[config.mk]
export PLATFORM = sky130hd
export DESIGN_NAME = uart_rx
export DESIGN_NICKNAME = d
export VERILOG_FILES = /design/src/rtl/uart_pkg.sv /design/src/rtl/uart_rx_tick.sv /design/src/rtl/uart_rx.sv
export SDC_FILE = /design/constraint.sdc
export NUM_CORES = 1
export LEC_CHECK = 0
export BUFFER_PORTS_ARGS = -buffer_cell sky130_fd_sc_hd__buf_4
export CORE_MARGIN = 10
export CORE_UTILIZATION = 25
export CTS_BUF_LIST = sky130_fd_sc_hd__clkbuf_2 sky130_fd_sc_hd__clkbuf_4 sky130_fd_sc_hd__clkbuf_8
export CTS_CLUSTER_DIAMETER = 80
export DETAILED_ROUTE_END_ITERATION = 7
export HOLD_SLACK_MARGIN = 0.12
export SLEW_MARGIN = 5
export SYNTH_ARGS = -nofsm -noshare
export SYNTH_HDL_FRONTEND = slang
export SYNTH_SLANG_ARGS = --single-unit
[constraint.sdc]
create_clock -name clk -period 3.64 [get_ports clk]
set_clock_uncertainty 0.2 [all_clocks]
set_input_delay 0.364 -clock clk [delete_from_list [all_inputs] [get_ports clk]]
set_output_delay 0.364 -clock clk [all_outputs]
set_load 0.01 [all_outputs]
[src/rtl/uart_pkg.sv]
// Shared UART constants and receiver state encoding, common to the TX and RX paths.
package uart_pkg;

   localparam logic [12:0] DIV_9600   = 13'd325;
   localparam logic [12:0] DIV_19200  = 13'd162;
   localparam int          DATA_BITS  = 8;
   localparam int          OVERSAMPLE = 16;

   typedef enum logic [1:0] {
      IDLE  = 2'd0,
      START = 2'd1,
      DATA  = 2'd2,
      STOP  = 2'd3
   } rx_state_t;

endpackage

[src/rtl/uart_rx_tick.sv]
// 16x oversampling tick generator; divider select is captured at the start edge
// so a baud change mid-frame never disturbs the frame being received.
module uart_rx_tick #(
   parameter logic [12:0] DIV_9600  = uart_pkg::DIV_9600,
   parameter logic [12:0] DIV_19200 = uart_pkg::DIV_19200
) (
   input  logic clk,
   input  logic rst,
   input  logic sw,
   input  logic run,
   input  logic start,
   output logic tick
);

   logic [12:0] cnt;
   logic [12:0] div;

   assign tick = run && (cnt >= div);

   // cnt sits at 0 while not running, which phase-aligns ticks to the start edge.
   always_ff @(posedge clk or posedge rst) begin
      if (rst) begin
         cnt <= 13'd0;
         div <= DIV_9600;
      end else begin
         if (start) div <= sw ? DIV_19200 : DIV_9600;
         if (!run)            cnt <= 13'd0;
         else if (cnt >= div) cnt <= 13'd0;
         else                 cnt <= cnt + 13'd1;
      end
   end

endmodule

[src/rtl/uart_rx.sv]
// 8N1 UART receiver: synchroniser, start-bit qualification, centre sampling and
// one-cycle rx_valid / frame_err strobes.
module uart_rx #(
   parameter logic [12:0] DIV_9600  = uart_pkg::DIV_9600,
   parameter logic [12:0] DIV_19200 = uart_pkg::DIV_19200
) (
   input  logic       clk,
   input  logic       rst,
   input  logic       sw,
   input  logic       rxd,
   output logic [7:0] rx_data,
   output logic       rx_valid,
   output logic       frame_err,
   output logic       rx_busy
);

   import uart_pkg::*;

   localparam logic [3:0] S_MID  = 4'(OVERSAMPLE / 2 - 1);
   localparam logic [3:0] S_LAST = 4'(OVERSAMPLE - 1);
   localparam logic [2:0] B_LAST = 3'(DATA_BITS - 1);

   rx_state_t  state, state_nxt;
   logic       sync1, sync2, sync3;
   logic       fall;
   logic       tick;
   logic       run;
   logic       start_edge;
   logic       mid_start;
   logic       bit_end;
   logic [3:0] s_cnt;
   logic [2:0] b_cnt;
   logic [7:0] sh;

   // Resetting the synchroniser to 1 (idle line) avoids a false start edge after reset.
   always_ff @(posedge clk or posedge rst) begin
      if (rst) begin
         sync1 <= 1'b1;
         sync2 <= 1'b1;
         sync3 <= 1'b1;
      end else begin
         sync1 <= rxd;
         sync2 <= sync1;
         sync3 <= sync2;
      end
   end

   assign fall       = sync3 & ~sync2;
   assign run        = (state != IDLE);
   assign start_edge = (state == IDLE) && fall;
   assign mid_start  = tick && (s_cnt == S_MID);
   assign bit_end    = tick && (s_cnt == S_LAST);
   assign rx_busy    = run;

   uart_rx_tick #(
      .DIV_9600  (DIV_9600),
      .DIV_19200 (DIV_19200)
   ) u_tick (
      .clk   (clk),
      .rst   (rst),
      .sw    (sw),
      .run   (run),
      .start (start_edge),
      .tick  (tick)
   );

   always_ff @(posedge clk or posedge rst) begin
      if (rst) state <= IDLE;
      else     state <= state_nxt;
   end

   always_comb begin
      state_nxt = state;
      case (state)
         IDLE:    if (fall)      state_nxt = START;
         START:   if (mid_start) state_nxt = sync2 ? IDLE : DATA;
         DATA:    if (bit_end && (b_cnt == B_LAST)) state_nxt = STOP;
         STOP:    if (bit_end)   state_nxt = IDLE;
         default:                state_nxt = IDLE;
      endcase
   end

   always_ff @(posedge clk or posedge rst) begin
      if (rst) begin
         s_cnt     <= 4'd0;
         b_cnt     <= 3'd0;
         sh        <= 8'h00;
         rx_data   <= 8'h00;
         rx_valid  <= 1'b0;
         frame_err <= 1'b0;
      end else begin
         rx_valid  <= (state == STOP) && bit_end && sync2;
         frame_err <= (state == STOP) && bit_end && !sync2;
         case (state)
            IDLE: begin
               s_cnt <= 4'd0;
               b_cnt <= 3'd0;
            end
            START: begin
               // Restart the tick phase so each data bit is sampled 16 ticks on.
               if (mid_start && !sync2) begin
                  s_cnt <= 4'd0;
                  b_cnt <= 3'd0;
               end else if (tick) begin
                  s_cnt <= s_cnt + 4'd1;
               end
            end
            DATA: begin
               if (tick) s_cnt <= s_cnt + 4'd1;
               if (bit_end) begin
                  sh    <= {sync2, sh[7:1]};
                  b_cnt <= b_cnt + 3'd1;
               end
            end
            STOP: begin
               if (tick) s_cnt <= s_cnt + 4'd1;
               if (bit_end && sync2) rx_data <= sh;
            end
            default: s_cnt <= 4'd0;
         endcase
      end
   end

endmodule

==> impl_metrics.ini <==
[run_status]
status = finished, final reports clean

[clock_tree]
postCtsSetupBuffers = 0
cts_htree_levels = 2
clk_path_buf_depth = 2
cts_resized = 0
clkTransAtPathRegs_ns = 0.09
cts-root-buf = clkbuf_8
cts_sinks = 45
tritoncts = yes
numCtsBuffers = 5
insertion_delay_ns = 0.29

[timing]
fin_ws_ns = 0.8867
finalCritPeriodShare = 0.7564
setup_violations = 0
tns_ns = 0
slew_headroom = 0.3800
max_freq_ghz = 0.3632
worst_pin_slew_ns = 0.9286
final_hold_viol_count = 0
post-route-min-period_ns = 2.753
final-max-slew-violation-count = 0
rsz0062_at_grt = no
whs_ns = 0.08160

[layout]
drive_gt1_frac = 0.2417
seqCellArea_mm2 = 0.001131
multi_input_area_mm2 = 0.001012
num_antenna_cells = 0
syn_to_final_growth_pct = 16.41
fin_area_mm2 = 0.002556
fillers = 867
fin_nets = 225

[setup_path]
crit_type = flip-flop to flip-flop
slowest_stage = dfstp_2
worstPathRequired_ns = 3.62
path_delay_family = compound AO/OA/AOI/OAI gates
slowest_delay_ns = 0.54
rr_startpoint = u_tick.div[6]
rr_worst_depth = 7
cp-start-kind = flip-flop
critPathMaxFanout = 10
r2r-end = sh[7]
worstPathArrival_ns = 2.73
critPathBufInv = 1
crit_chain = inv_1 > ha_1 > a21oi_1 > o211ai_2 > a41o_1 > o2111ai_4 > mux2_2
r2r_slack_ns = 0.89
endpoint_kind = flip-flop

[synth]
synth_largest_area_cell = dfrtp_1
avgSynthCellArea_um2 = 11.56
yosys-top-cells-area = dfrtp_1, mux2_2, ha_1
synth_cell_types = 41
yosys_warnings = 0
synthCells = 190
synth-seq-area-share = 0.5151
ys_seq_elements = 45
synth_top_area_share = 0.4672
synth_area_mm2 = 0.002196

[floorplan]
dieArea_mm2 = 0.01293
fp-row-count = 34
core_mm2 = 0.008636
start_util = 0.2543
die_height_um = 113.7
ioPinCount = 15
die-width_um = 113.7

[placement]
dp_worst_setup_slack_ns = 0.9125
portBuffers = 14
placed_cell_area_mm2 = 0.002421
gp_congestion = 0.8509
dpl.hpwl_um = 2872

[power_and_ir_drop]
p_int_mw = 0.8877
netSwitchingFraction = 0.3091
p_total_mw = 1.285
p_leak_nw = 1.170
p_seq_frac = 0.477
max-vdd-ir-drop_uv = 227.8
clkPwrFrac = 0.299
power.switching_mw = 0.3972
power.density_mw_per_mm2 = 502.7
pwr-share-comb = 0.224

[route]
vias = 1450
avgRoutedWirePerCell_um = 13.05
drc = 0
drt_iter0_drc = 68
viasPerCell = 4.545
drtAntennaViolNets = 0
wl_um = 4162
first_pass_iters = 4

[global_routing]
grt_antenna_before_repair = 0
grt_max_degree = 46
grt_pass1_wl_um = 7314
grt_overflow = 0
grt_pass1_vias = 1532
grt_usage = 0.06835

[flow_run]
maxCapViolCount = 0

[worst_hold_path]
hold_class = primary input to asynchronous set/reset pin
## synthesized netlist by cell type
cell type and instances:
a211o_1 1, a211oi_1 2, a21o_1 1, a21oi_1 8, a21oi_2 1, a311oi_1 1
a31oi_1 2, a41o_1 1, a41oi_2 1, and2_0 2, and2_1 2, and3_1 3
and4_1 2, buf_6 1, clkbuf_1 5, clkinv_1 1, conb_1 1, dfrtp_1 41
dfstp_2 4, ha_1 11, inv_1 7, mux2_2 17, mux2i_1 4, nand2_1 11
nand2b_1 1, nand3_1 10, nand4_1 2, nor2_1 6, nor2b_1 6, nor3_1 11
nor4_4 1, nor4b_1 1, o2111ai_1 1, o2111ai_4 1, o211a_1 1, o211ai_2 1
o21ai_0 8, o21ai_4 1, o22ai_1 2, xnor2_1 1, xor2_1 6
## how the worst max path moves through the flow
stage                  start  endpoint  slack [ns]  cells past startpoint
3_3_place_gp   u_tick.div[6]     sh[7]        0.98                      7
6_report       u_tick.div[6]     sh[7]        0.89                      7
3_5_place_dp   u_tick.div[6]     sh[7]        0.91                      7
4_1_cts        u_tick.div[6]     sh[6]        0.89                      7
2_1_floorplan  u_tick.div[6]     sh[0]        1.12                      8
5_1_grt        u_tick.div[6]     sh[7]        0.79                      7
## placed cells by master (no fill, tap or decap), drive strengths merged, types with 7 or more instances in the layout
| cell type | instances |
|---|---|
| mux2 | 17 |
| dfrtp | 41 |
| a21oi | 9 |
| o21ai | 9 |
| inv | 7 |
| nor3 | 11 |
| nand3 | 10 |
| ha | 11 |
| buf | 15 |
| nand2 | 11 |
## state kept, by name, summed over array words and instances, names as in the netlist, 2 cells and up, named ones only
register and cells:
u_tick.cnt 13, rx_data 8, sh 8, s_cnt 4
b_cnt 3, u_tick.div 2
## power groups by stage
stage          registers [mW]  clock network [mW]  logic [mW]
2_1_floorplan           0.591                   0       0.241
3_3_place_gp            0.619                   0       0.280
3_5_place_dp            0.620                   0       0.290
4_1_cts                 0.611               0.399       0.294
5_1_grt                 0.619               0.422       0.334
6_report                0.612               0.384       0.288
## final cells by class
| type | instances | area share |
|---|---|---|
| inverters | 8 | 0.01175 |
| well taps | 108 | 0.05286 |
| clock inverters | 2 | 0.01517 |
| multi-input cells | 133 | 0.3960 |
| repair buffers | 17 | 0.05188 |
| clock buffers | 6 | 0.02986 |
| flip-flops and latches | 45 | 0.4425 |
## layer usage
metal	share of wire	vias to the layer above	routed length (um)	track usage
met2	0.49	19	2038	0.1142
met3	0.036	5	151	0.01890
met4	0.014	0	59	0.02961
met1	0.46	708	1912	0.08018
li1	-	718	-	-
met5	0	-	0	0
## logic make-up after synthesis
family | count (synthesis) | share of synthesized area
simple gates | 58 | 0.1442
flops | 45 | 0.5151
compound gates | 33 | 0.1157
mux | 21 | 0.1054
buf+inv | 14 | 0.02735
fa+ha+maj | 11 | 0.06268
xor+xnor | 7 | 0.02792
other cells | 1 | 0.001708
## stage by stage
| stage | cells | utilization |
|---|---|---|
| 2_1_floorplan | 192 | - |
| 3_3_place_gp | 309 | 0.2804 |
| 3_5_place_dp | 309 | 0.2804 |
| 4_1_cts | 319 | 0.2960 |
| 5_1_grt | 319 | 0.2960 |
| 6_report | 319 | 0.2960 |
## timing repair
action | CTS | global route
endpoints found under the setup margin | 0 | 0
hold endpoints to repair | 3 | 0
hold buffers | 2 | 0
Note: power is estimated with default switching activity, not from simulation.
